File: config.mk
export PLATFORM = sky130hd
export DESIGN_NAME = core_dbg_regs_flat
export DESIGN_NICKNAME = d
export VERILOG_FILES = /design/src/rtl/core_dbg_regs_if.sv /design/src/rtl/core_dbg_regs.sv /design/src/flat_wrapper.sv
export SDC_FILE = /design/constraint.sdc
export NUM_CORES = 1
export LEC_CHECK = 0
export CAP_MARGIN = 10
export CORE_MARGIN = 2
export CORE_UTILIZATION = 52
export CTS_CLUSTER_SIZE = 8
export DETAILED_ROUTE_END_ITERATION = 7
export HOLD_SLACK_MARGIN = 0.03
export PLACE_DENSITY_LB_ADDON = 0.15
export SETUP_SLACK_MARGIN = 0.4
export SLEW_MARGIN = 5
export SYNTH_ARGS = -nofsm -noshare
export SYNTH_HDL_FRONTEND = slang
export SYNTH_SLANG_ARGS = --single-unit
File: constraint.sdc
create_clock -name clk -period 2 [get_ports clk]
set_input_delay 0.3 -clock clk [delete_from_list [all_inputs] [get_ports clk]]
set_output_delay 0.3 -clock clk [all_outputs]
set_load 0.03 [all_outputs]
File: src/rtl/core_dbg_regs_if.sv
// Debug bus interface for core_dbg_regs.
// The master issues single-cycle requests: dbg_req with dbg_we, dbg_addr and dbg_wdata.
// The slave answers each read one cycle later on dbg_rvalid/dbg_rdata.
interface core_dbg_regs_if #(
  parameter int unsigned DBG_ADDR_WIDTH = 4,
  parameter int unsigned DBG_DATA_WIDTH = 32
);
  logic                      dbg_req;
  logic                      dbg_we;
  logic [DBG_ADDR_WIDTH-1:0] dbg_addr;
  logic [DBG_DATA_WIDTH-1:0] dbg_wdata;
  logic                      dbg_rvalid;
  logic [DBG_DATA_WIDTH-1:0] dbg_rdata;

  modport master (
    output dbg_req, dbg_we, dbg_addr, dbg_wdata,
    input  dbg_rvalid, dbg_rdata
  );

  modport slave (
    input  dbg_req, dbg_we, dbg_addr, dbg_wdata,
    output dbg_rvalid, dbg_rdata
  );
endinterface

File: src/rtl/core_dbg_regs.sv
// Core debug register block.
// Register map (word offsets):
//   0 DBGSC    : status, sticky error bits 3..5 cleared by writing 1
//   1 DRUNCTRL : bit0 halt, bit1 resume, bit2 step (reads 0)
//   2+k        : ITRk, writing the last one launches the ITR sequence
//   2+ITR_NUM+j: DTR word j, word 0 is the most significant
// Ports:
//   clk, rst_n        clock, asynchronous active-low reset
//   dbg               debug bus (slave side)
//   core_halt_req_o   level halt request; core_resume_o/core_step_o one-cycle pulses
//   core_halted_i     core halted status; core_step_done_i step retired pulse
//   itr_valid_o/itr_ready_i/itr_insn_o  instruction stream; itr_done_i last insn retired
//   core_dtr_we_i/core_dtr_wdata_i      core DTR write; dtr_value_o current DTR
module core_dbg_regs #(
  parameter int unsigned ITR_NUM        = 4,
  parameter int unsigned INSN_WIDTH     = 32,
  parameter int unsigned REG_WIDTH      = 64,
  parameter int unsigned DBG_DATA_WIDTH = 32,
  parameter int unsigned DBG_ADDR_WIDTH = 4
) (
  input  logic                  clk,
  input  logic                  rst_n,
  core_dbg_regs_if.slave        dbg,
  output logic                  core_halt_req_o,
  output logic                  core_resume_o,
  output logic                  core_step_o,
  input  logic                  core_halted_i,
  input  logic                  core_step_done_i,
  output logic                  itr_valid_o,
  input  logic                  itr_ready_i,
  output logic [INSN_WIDTH-1:0] itr_insn_o,
  input  logic                  itr_done_i,
  input  logic                  core_dtr_we_i,
  input  logic [REG_WIDTH-1:0]  core_dtr_wdata_i,
  output logic [REG_WIDTH-1:0]  dtr_value_o
);

  localparam int unsigned DTR_WORDS = REG_WIDTH / DBG_DATA_WIDTH;
  localparam int unsigned ItrBase   = 2;
  localparam int unsigned DtrBase   = 2 + ITR_NUM;
  localparam int unsigned IdxW      = (ITR_NUM > 1) ? $clog2(ITR_NUM) : 1;

  typedef enum logic [2:0] {
    StRun, StHaltWait, StHalted, StResumeWait, StStepWait
  } run_state_e;

  run_state_e state_q, state_d;

  logic                  resume_q, resume_d;
  logic                  step_q, step_d;
  logic [INSN_WIDTH-1:0] itr_q [ITR_NUM];
  logic [INSN_WIDTH-1:0] itr_d [ITR_NUM];
  logic                  busy_q, busy_d;
  logic                  issue_q, issue_d;
  logic [IdxW-1:0]       idx_q, idx_d;
  logic [REG_WIDTH-1:0]  dtr_q, dtr_d;
  logic                  full_q, full_d;
  // {err_run, err_dtr, err_itr}
  logic [2:0]            err_q, err_d;
  logic                  rvalid_q, rvalid_d;
  logic [DBG_DATA_WIDTH-1:0] rdata_q, rdata_d;

  logic [31:0] addr_ext;
  logic [DBG_DATA_WIDTH-1:0] wdata;
  logic wr, rd, sel_sc, sel_rc;
  logic [ITR_NUM-1:0]   sel_itr;
  logic [DTR_WORDS-1:0] sel_dtr;
  logic halt_cmd, resume_cmd, step_cmd, multi_cmd;
  logic err_run_set, err_itr_set, err_dtr_set;

  assign addr_ext = 32'(dbg.dbg_addr);
  assign wdata    = dbg.dbg_wdata;
  assign wr       = dbg.dbg_req & dbg.dbg_we;
  assign rd       = dbg.dbg_req & ~dbg.dbg_we;
  assign sel_sc   = (addr_ext == 32'd0);
  assign sel_rc   = (addr_ext == 32'd1);

  always_comb begin
    sel_itr = '0;
    sel_dtr = '0;
    for (int k = 0; k < ITR_NUM; k++) sel_itr[k] = (addr_ext == ItrBase + 32'(k));
    for (int j = 0; j < DTR_WORDS; j++) sel_dtr[j] = (addr_ext == DtrBase + 32'(j));
  end

  // With several DRUNCTRL bits set only halt is honoured.
  assign multi_cmd  = $countones(wdata[2:0]) > 1;
  assign halt_cmd   = wr & sel_rc & wdata[0];
  assign resume_cmd = wr & sel_rc & wdata[1] & ~multi_cmd;
  assign step_cmd   = wr & sel_rc & wdata[2] & ~multi_cmd;

  // Run-control FSM
  always_comb begin
    state_d     = state_q;
    resume_d    = 1'b0;
    step_d      = 1'b0;
    err_run_set = (resume_cmd | step_cmd) & ((state_q != StHalted) | busy_q);
    unique case (state_q)
      StRun:        if (halt_cmd) state_d = StHaltWait;
      StHaltWait:   if (core_halted_i) state_d = StHalted;
      StHalted: begin
        if (!busy_q) begin
          if (resume_cmd) begin
            state_d  = StResumeWait;
            resume_d = 1'b1;
          end else if (step_cmd) begin
            state_d = StStepWait;
            step_d  = 1'b1;
          end
        end
      end
      StResumeWait: if (!core_halted_i) state_d = StRun;
      StStepWait:   if (core_step_done_i) state_d = StHalted;
      default:      state_d = StRun;
    endcase
  end

  // ITR storage and issue
  always_comb begin
    itr_d       = itr_q;
    busy_d      = busy_q;
    issue_d     = issue_q;
    idx_d       = idx_q;
    err_itr_set = 1'b0;
    if (issue_q && itr_ready_i) begin
      if (idx_q == IdxW'(ITR_NUM - 1)) issue_d = 1'b0;
      else                             idx_d   = idx_q + 1'b1;
    end
    if (busy_q && itr_done_i) busy_d = 1'b0;
    for (int k = 0; k < ITR_NUM; k++) begin
      if (wr && sel_itr[k]) begin
        if (busy_q || ((k == ITR_NUM - 1) && (state_q != StHalted))) begin
          err_itr_set = 1'b1;
        end else begin
          itr_d[k] = wdata[INSN_WIDTH-1:0];
          if (k == ITR_NUM - 1) begin
            busy_d  = 1'b1;
            issue_d = 1'b1;
            idx_d   = '0;
          end
        end
      end
    end
  end

  // DTR: a core write always wins over a host write in the same cycle.
  always_comb begin
    dtr_d       = dtr_q;
    full_d      = full_q;
    err_dtr_set = 1'b0;
    for (int j = 0; j < DTR_WORDS; j++) begin
      if (wr && sel_dtr[j]) begin
        if (core_dtr_we_i) err_dtr_set = 1'b1;
        else dtr_d[REG_WIDTH-1-j*DBG_DATA_WIDTH -: DBG_DATA_WIDTH] = wdata;
      end
    end
    if (rd && sel_dtr[DTR_WORDS-1]) full_d = 1'b0;
    if (core_dtr_we_i) begin
      dtr_d  = core_dtr_wdata_i;
      full_d = 1'b1;
    end
  end

  // Sticky errors: a new event in the same cycle beats a clear.
  always_comb begin
    err_d = err_q;
    if (wr && sel_sc) err_d = err_q & ~wdata[5:3];
    err_d = err_d | {err_run_set, err_dtr_set, err_itr_set};
  end

  // Read path
  always_comb begin
    rvalid_d = rd;
    rdata_d  = '0;
    if (rd) begin
      if (sel_sc) rdata_d[5:0] = {err_q, full_q, busy_q, state_q == StHalted};
      for (int k = 0; k < ITR_NUM; k++) begin
        if (sel_itr[k]) rdata_d[INSN_WIDTH-1:0] = itr_q[k];
      end
      for (int j = 0; j < DTR_WORDS; j++) begin
        if (sel_dtr[j]) rdata_d = dtr_q[REG_WIDTH-1-j*DBG_DATA_WIDTH -: DBG_DATA_WIDTH];
      end
    end
  end

  always_ff @(posedge clk or negedge rst_n) begin
    if (!rst_n) begin
      state_q  <= StRun;
      resume_q <= 1'b0;
      step_q   <= 1'b0;
      for (int k = 0; k < ITR_NUM; k++) itr_q[k] <= '0;
      busy_q   <= 1'b0;
      issue_q  <= 1'b0;
      idx_q    <= '0;
      dtr_q    <= '0;
      full_q   <= 1'b0;
      err_q    <= '0;
      rvalid_q <= 1'b0;
      rdata_q  <= '0;
    end else begin
      state_q  <= state_d;
      resume_q <= resume_d;
      step_q   <= step_d;
      itr_q    <= itr_d;
      busy_q   <= busy_d;
      issue_q  <= issue_d;
      idx_q    <= idx_d;
      dtr_q    <= dtr_d;
      full_q   <= full_d;
      err_q    <= err_d;
      rvalid_q <= rvalid_d;
      rdata_q  <= rdata_d;
    end
  end

  assign core_halt_req_o = (state_q == StHaltWait) || (state_q == StHalted);
  assign core_resume_o   = resume_q;
  assign core_step_o     = step_q;
  assign itr_valid_o     = issue_q;
  assign itr_insn_o      = issue_q ? itr_q[idx_q] : '0;
  assign dtr_value_o     = dtr_q;
  assign dbg.dbg_rvalid  = rvalid_q;
  assign dbg.dbg_rdata   = rdata_q;

endmodule

File: src/flat_wrapper.sv
// flat-port wrapper written by rule: the top's interface ports become plain ports
module core_dbg_regs_flat 
#(
  parameter int unsigned ITR_NUM        = 4,
  parameter int unsigned INSN_WIDTH     = 32,
  parameter int unsigned REG_WIDTH      = 64,
  parameter int unsigned DBG_DATA_WIDTH = 32,
  parameter int unsigned DBG_ADDR_WIDTH = 4
)
  (clk, rst_n, core_halt_req_o, core_resume_o, core_step_o, core_halted_i, core_step_done_i, itr_valid_o, itr_ready_i, itr_insn_o, itr_done_i, core_dtr_we_i, core_dtr_wdata_i, dtr_value_o, dbg_dbg_req, dbg_dbg_we, dbg_dbg_addr, dbg_dbg_wdata, dbg_dbg_rvalid, dbg_dbg_rdata);
  core_dbg_regs_if #(.DBG_ADDR_WIDTH(DBG_ADDR_WIDTH), .DBG_DATA_WIDTH(DBG_DATA_WIDTH)) dbg_i ();
  input  logic clk;
  input  logic rst_n;
  output logic core_halt_req_o;
  output logic core_resume_o;
  output logic core_step_o;
  input  logic core_halted_i;
  input  logic core_step_done_i;
  output logic itr_valid_o;
  input  logic itr_ready_i;
  output logic [INSN_WIDTH-1:0] itr_insn_o;
  input  logic itr_done_i;
  input  logic core_dtr_we_i;
  input  logic [REG_WIDTH-1:0] core_dtr_wdata_i;
  output logic [REG_WIDTH-1:0] dtr_value_o;
  input wire logic [$bits(dbg_i.dbg_req)-1:0] dbg_dbg_req;
  input wire logic [$bits(dbg_i.dbg_we)-1:0] dbg_dbg_we;
  input wire logic [$bits(dbg_i.dbg_addr)-1:0] dbg_dbg_addr;
  input wire logic [$bits(dbg_i.dbg_wdata)-1:0] dbg_dbg_wdata;
  output wire logic [$bits(dbg_i.dbg_rvalid)-1:0] dbg_dbg_rvalid;
  output wire logic [$bits(dbg_i.dbg_rdata)-1:0] dbg_dbg_rdata;
  assign dbg_i.dbg_req = dbg_dbg_req;
  assign dbg_i.dbg_we = dbg_dbg_we;
  assign dbg_i.dbg_addr = dbg_dbg_addr;
  assign dbg_i.dbg_wdata = dbg_dbg_wdata;
  assign dbg_dbg_rvalid = dbg_i.dbg_rvalid;
  assign dbg_dbg_rdata = dbg_i.dbg_rdata;
  core_dbg_regs #(.ITR_NUM(ITR_NUM), .INSN_WIDTH(INSN_WIDTH), .REG_WIDTH(REG_WIDTH), .DBG_DATA_WIDTH(DBG_DATA_WIDTH), .DBG_ADDR_WIDTH(DBG_ADDR_WIDTH)) u_core (.clk(clk), .rst_n(rst_n), .dbg(dbg_i), .core_halt_req_o(core_halt_req_o), .core_resume_o(core_resume_o), .core_step_o(core_step_o), .core_halted_i(core_halted_i), .core_step_done_i(core_step_done_i), .itr_valid_o(itr_valid_o), .itr_ready_i(itr_ready_i), .itr_insn_o(itr_insn_o), .itr_done_i(itr_done_i), .core_dtr_we_i(core_dtr_we_i), .core_dtr_wdata_i(core_dtr_wdata_i), .dtr_value_o(dtr_value_o));
endmodule
==> impl_results.html <==
<table>
<tr><th>Metric</th><th>Value</th></tr>
<tr><th colspan="2">Clock tree</th></tr>
<tr><td>TritonCTS Sinks</td><td>238</td></tr>
<tr><td>CTS tree</td><td>done</td></tr>
<tr><td>CTS Buffer Depth</td><td>3</td></tr>
<tr><td>Clock Pin Slew Worst Setup and Hold Paths</td><td>50 ps</td></tr>
<tr><td>Maximum level of the CTS H-tree</td><td>2</td></tr>
<tr><td>Later-pin clock latency in the skew report</td><td>500 ps</td></tr>
<tr><td>Clock Root Buffer</td><td>sky130_fd_sc_hd__clkbuf_16</td></tr>
<tr><td>Total CTS buffers</td><td>35</td></tr>
<tr><th colspan="2">Route</th></tr>
<tr><td>Drt initial violations</td><td>518</td></tr>
<tr><td>Wirelength, routed</td><td>37.08 mm</td></tr>
<tr><td>DRC violations left</td><td>0</td></tr>
<tr><td>Routed vias</td><td>9487</td></tr>
<tr><td>Vias per Instance</td><td>6.047</td></tr>
<tr><td>Post-route antenna net violation count</td><td>0</td></tr>
<tr><td>Final routed wire length divided by cell count</td><td>23.63 um</td></tr>
<tr><td>First-pass iteration count of the detailed router</td><td>6</td></tr>
<tr><th colspan="2">Die</th></tr>
<tr><td>Die Ht</td><td>154.2 um</td></tr>
<tr><td>Initial standard-cell utilization of the core</td><td>53.41%</td></tr>
<tr><td>Die extent in x</td><td>154.2 um</td></tr>
<tr><td>Die outline area</td><td>23770 um^2</td></tr>
<tr><td>Total number of placement rows</td><td>54</td></tr>
<tr><td>CORE AREA</td><td>21960 um^2</td></tr>
<tr><td>Top-Level Pins</td><td>242</td></tr>
<tr><th colspan="2">STA</th></tr>
<tr><td>Endpoints failing hold</td><td>0</td></tr>
<tr><td>Worst-case headroom to the max-slew limit</td><td>65.73%</td></tr>
<tr><td>Final number of setup-violating endpoints</td><td>32</td></tr>
<tr><td>Crit share post-route</td><td>117.5%</td></tr>
<tr><td>Final Slew Violations</td><td>0</td></tr>
<tr><td>Setup slack of the critical path after layout</td><td>-349.7 ps</td></tr>
<tr><td>Final Critical Period</td><td>2350 ps</td></tr>
<tr><td>Setup repair after global routing missed its margin</td><td>yes</td></tr>
<tr><td>Worst slack on hold paths</td><td>217.5 ps</td></tr>
<tr><td>Highest attainable clock frequency</td><td>0.4256 GHz</td></tr>
<tr><td>Transition time of the tightest slew-check pin</td><td>514.0 ps</td></tr>
<tr><td>Largest clock skew in the final design</td><td>9.277 ps</td></tr>
<tr><th colspan="2">Placed design</th></tr>
<tr><td>Sum of net half-perimeters after detailed placement</td><td>23.16 mm</td></tr>
<tr><td>Count of port buffers added during placement</td><td>241</td></tr>
<tr><td>Dpl ws</td><td>-230.6 ps</td></tr>
<tr><td>Final GP Congestion</td><td>0.8427</td></tr>
<tr><td>Post-Place Cells</td><td>1488</td></tr>
<tr><td>Placed cell areas</td><td>15130 um^2</td></tr>
<tr><th colspan="2">Setup path</th></tr>
<tr><td>Crit path max fanout</td><td>6</td></tr>
<tr><td>Critical path launch point type</td><td>register</td></tr>
<tr><td>Data required time of the worst path</td><td>1700 ps</td></tr>
<tr><td>Most frequent CP cell</td><td>sky130_fd_sc_hd__buf_6</td></tr>
<tr><td>CP bufs+invs</td><td>4</td></tr>
<tr><td>Critical path's slowest cell</td><td>sky130_fd_sc_hd__mux4_2</td></tr>
<tr><td>Stage delay of the slowest cell on the critical path</td><td>500 ps</td></tr>
<tr><td>Worst EP arrival</td><td>2050 ps</td></tr>
<tr><td>Critical Path Sink Type</td><td>primary output</td></tr>
<tr><td>Kind of critical path</td><td>reg2out</td></tr>
<tr><td>Critical path cell sequence</td><td>buf_6 &gt; buf_12 &gt; buf_8 &gt; mux4_2 &gt; and2_4 &gt; buf_6</td></tr>
<tr><td>Delay-heaviest family, CP</td><td>multiplexers</td></tr>
<tr><th colspan="2">Global routing</th></tr>
<tr><td>Largest net degree at the start of global routing</td><td>63</td></tr>
<tr><td>Initial antenna violation count</td><td>3</td></tr>
<tr><td>Number of global-route vias before repair</td><td>9970</td></tr>
<tr><td>GRT Util Overall</td><td>30.39%</td></tr>
<tr><td>Overflow left after global routing</td><td>0</td></tr>
<tr><td>First-pass GRT wire length</td><td>56.26 mm</td></tr>
<tr><th colspan="2">Power</th></tr>
<tr><td>Gate power share</td><td>31.0%</td></tr>
<tr><td>Worst-case vdd ir drop</td><td>0.0006642 V</td></tr>
<tr><td>Internal power</td><td>11710 uW</td></tr>
<tr><td>Leakage Power</td><td>0.007488 uW</td></tr>
<tr><td>Total power per unit cell area</td><td>976.6 nW/um^2</td></tr>
<tr><td>Net switching power</td><td>4852 uW</td></tr>
<tr><td>Clock Power Share</td><td>31.5%</td></tr>
<tr><td>Sequential fraction of design power</td><td>37.5%</td></tr>
<tr><td>Switching portion of total power</td><td>29.29%</td></tr>
<tr><th colspan="2">Synthesis</th></tr>
<tr><td>Largest area contributor in the synthesized netlist</td><td>sky130_fd_sc_hd__dfrtp_1</td></tr>
<tr><td>Synthesized area</td><td>11730 um^2</td></tr>
<tr><td>Share of async-settable or async-resettable flops after synthesis</td><td>100.0%</td></tr>
<tr><td>Avg Inst Size Synth</td><td>12.18 um^2</td></tr>
<tr><td>Mapped Cells</td><td>963</td></tr>
<tr><td>Number of distinct library cell variants in the gate-level netlist after synthesis</td><td>50</td></tr>
<tr><td>Number of warning messages in the yosys log</td><td>0</td></tr>
<tr><td>Area share of the leading cell type in the synthesized netlist</td><td>50.78%</td></tr>
<tr><td>Net count after synthesis</td><td>1073</td></tr>
<tr><td>Total of flip-flops plus latches after synthesis</td><td>238</td></tr>
<tr><td>Count of flip-flops with a built-in enable after synthesis</td><td>0</td></tr>
<tr><td>Primary flip-flop cell chosen by synthesis mapping</td><td>sky130_fd_sc_hd__dfrtp_1</td></tr>
<tr><td>Sequential area share after synthesis</td><td>50.78%</td></tr>
<tr><td>Main area contributors after synthesis</td><td>sky130_fd_sc_hd__dfrtp_1 51%, sky130_fd_sc_hd__mux2_2 11%, sky130_fd_sc_hd__mux4_2 6.9%</td></tr>
<tr><th colspan="2">Min path</th></tr>
<tr><td>Worst Hold Class</td><td>in2reg</td></tr>
<tr><th colspan="2">Layout</th></tr>
<tr><td>End-of-flow core utilization</td><td>77.24%</td></tr>
<tr><td>Fin nets</td><td>1393</td></tr>
<tr><td>Area growth from synthesis to layout</td><td>44.62%</td></tr>
<tr><td>Commonest non-fill, non-tap cell in the layout</td><td>sky130_fd_sc_hd__dfrtp_1</td></tr>
<tr><td>Commonest cells after routing, fill and taps aside</td><td>234 x sky130_fd_sc_hd__dfrtp_1, 102 x sky130_fd_sc_hd__clkdlybuf4s50_1, 95 x sky130_fd_sc_hd__nand2_1, 81 x sky130_fd_sc_hd__mux2_2, 71 x sky130_fd_sc_hd__mux2i_1</td></tr>
<tr><td>Post-Layout Cell Count</td><td>1569</td></tr>
<tr><td>Share of post-route cells with drive strength above 1</td><td>35.15%</td></tr>
<tr><td>Post-route standard cell area excluding fillers</td><td>16960 um^2</td></tr>
<tr><th colspan="2">Job</th></tr>
<tr><td>Number of maximum-capacitance violations</td><td>0</td></tr>
<tr><th colspan="2">Status</th></tr>
<tr><td>Violated checks</td><td>setup timing</td></tr>
<tr><td>Result of the run</td><td>finished, violations left</td></tr>
</table>
-- power by group through the flow --
| stage | registers, uW | logic (uW) | clock network, uW |
|---|---|---|---|
| finish | 6210 | 5130 | 5210 |
| global route | 6280 | 5410 | 5480 |
| CTS | 6160 | 4880 | 5280 |
| detailed placement | 6230 | 4360 | 0 |
| global placement | 6190 | 4280 | 0 |
| floorplan | 6290 | 2530 | 0 |
-- stage by stage --
stage | total power (uW) | TNS [ps]
floorplan | 8813 | 0
global placement | 10470 | -18040
detailed placement | 10590 | -25270
CTS | 16320 | -11190
global route | 17180 | -11290
finish | 16560 | -9590
-- worst reg2reg max path: stages (launching register included) --
cell and delay (ps):
sky130_fd_sc_hd__dfrtp_1 410, sky130_fd_sc_hd__nor3_2 180, sky130_fd_sc_hd__buf_4 140, sky130_fd_sc_hd__and3_4 240, sky130_fd_sc_hd__buf_6 140, sky130_fd_sc_hd__buf_12 100, sky130_fd_sc_hd__buf_16 130, sky130_fd_sc_hd__mux2_4 310
-- layout make-up --
| cell class | count | area, um^2 |
|---|---|---|
| well taps | 280 | 350.3 |
| flip-flops and latches | 238 | 5961 |
| diodes | 3 | 7.507 |
| fillers | 1408 | 4999 |
| repair buffers | 361 | 3871 |
| multi-input cells | 641 | 5804 |
| clock buffers | 38 | 918.4 |
| clock inverters | 2 | 25.02 |
| inverters | 6 | 22.52 |
-- cells in the mapped netlist, types with 3 or more instances --
cell,instances
sky130_fd_sc_hd__nand2b_1,7
sky130_fd_sc_hd__a31oi_1,27
sky130_fd_sc_hd__a21oi_1,10
sky130_fd_sc_hd__and2_1,34
sky130_fd_sc_hd__buf_2,21
sky130_fd_sc_hd__inv_1,6
sky130_fd_sc_hd__a221oi_1,5
sky130_fd_sc_hd__buf_1,3
sky130_fd_sc_hd__mux4_2,36
sky130_fd_sc_hd__o21ai_1,9
sky130_fd_sc_hd__o21ai_0,62
sky130_fd_sc_hd__nand3_1,7
sky130_fd_sc_hd__mux2_1,35
sky130_fd_sc_hd__nand2_1,96
sky130_fd_sc_hd__clkbuf_1,42
sky130_fd_sc_hd__nor2_1,19
sky130_fd_sc_hd__mux2i_1,72
sky130_fd_sc_hd__nor3b_1,3
sky130_fd_sc_hd__o22ai_1,4
sky130_fd_sc_hd__dfrtp_1,238
sky130_fd_sc_hd__o211ai_1,4
sky130_fd_sc_hd__nor3_1,13
sky130_fd_sc_hd__mux2_2,115
sky130_fd_sc_hd__a21o_1,3
sky130_fd_sc_hd__buf_4,12
sky130_fd_sc_hd__a22oi_1,49
-- metal layers --
metal	global-route usage, %	routed length [um]	vias up
li1	-	-	4182
met1	39.97	15180	4820
met2	49.11	18080	421
met3	7.509	2748	64
met4	11.75	1071	0
met5	0	0	-
-- logic make-up after synthesis --
family | Yosys count | synth area share, %
AOI/OAI and AO/OA | 181 | 9.687
xor gates and xnor gates | 2 | 0.1494
adders and majority gates | 1 | 0.1067
buffers and inverters | 84 | 3.297
DFF | 238 | 50.78
muxes | 258 | 27.46
and+or+nand+nor | 199 | 8.514
-- registers in the layout, indices dropped and copies added (netlist names) --
name,flops
u_core.busy_q,1
u_core.core_resume_o,1
u_core.core_step_o,1
u_core.dbg.dbg_rdata,32
u_core.dbg.dbg_rvalid,1
u_core.dtr_value_o,64
u_core.err_q,3
u_core.full_q,1
u_core.idx_q,2
u_core.itr_q,128
u_core.itr_valid_o,1
u_core.state_q,3
-- worst paths after layout --
kind,end,startpoint,depth (start not counted),slack (ps)
max in group asynchronous,u_core.itr_q[17],rst_n,3,900
max reg2reg,u_core.itr_q[4],u_core.state_q[2],7,230
min,u_core.dtr_value_o[14],core_dtr_we_i,3,220
min in group asynchronous,u_core.state_q[1],rst_n,2,360
min reg2reg,u_core.err_q[1],u_core.err_q[1],1,510
max,itr_insn_o[15],u_core.idx_q[0],6,-350
-- what timing repair did --
action                                  4_1_cts  5_1_grt
setup buffers                                23        5
endpoints found under the setup margin      250      250
hold buffers                                  1        0
hold endpoints to repair                     54        0
pin swaps                                    13       23
gates cloned                                  7        2
gates resized for setup                     302      147
(Power assumes the default switching activity.)
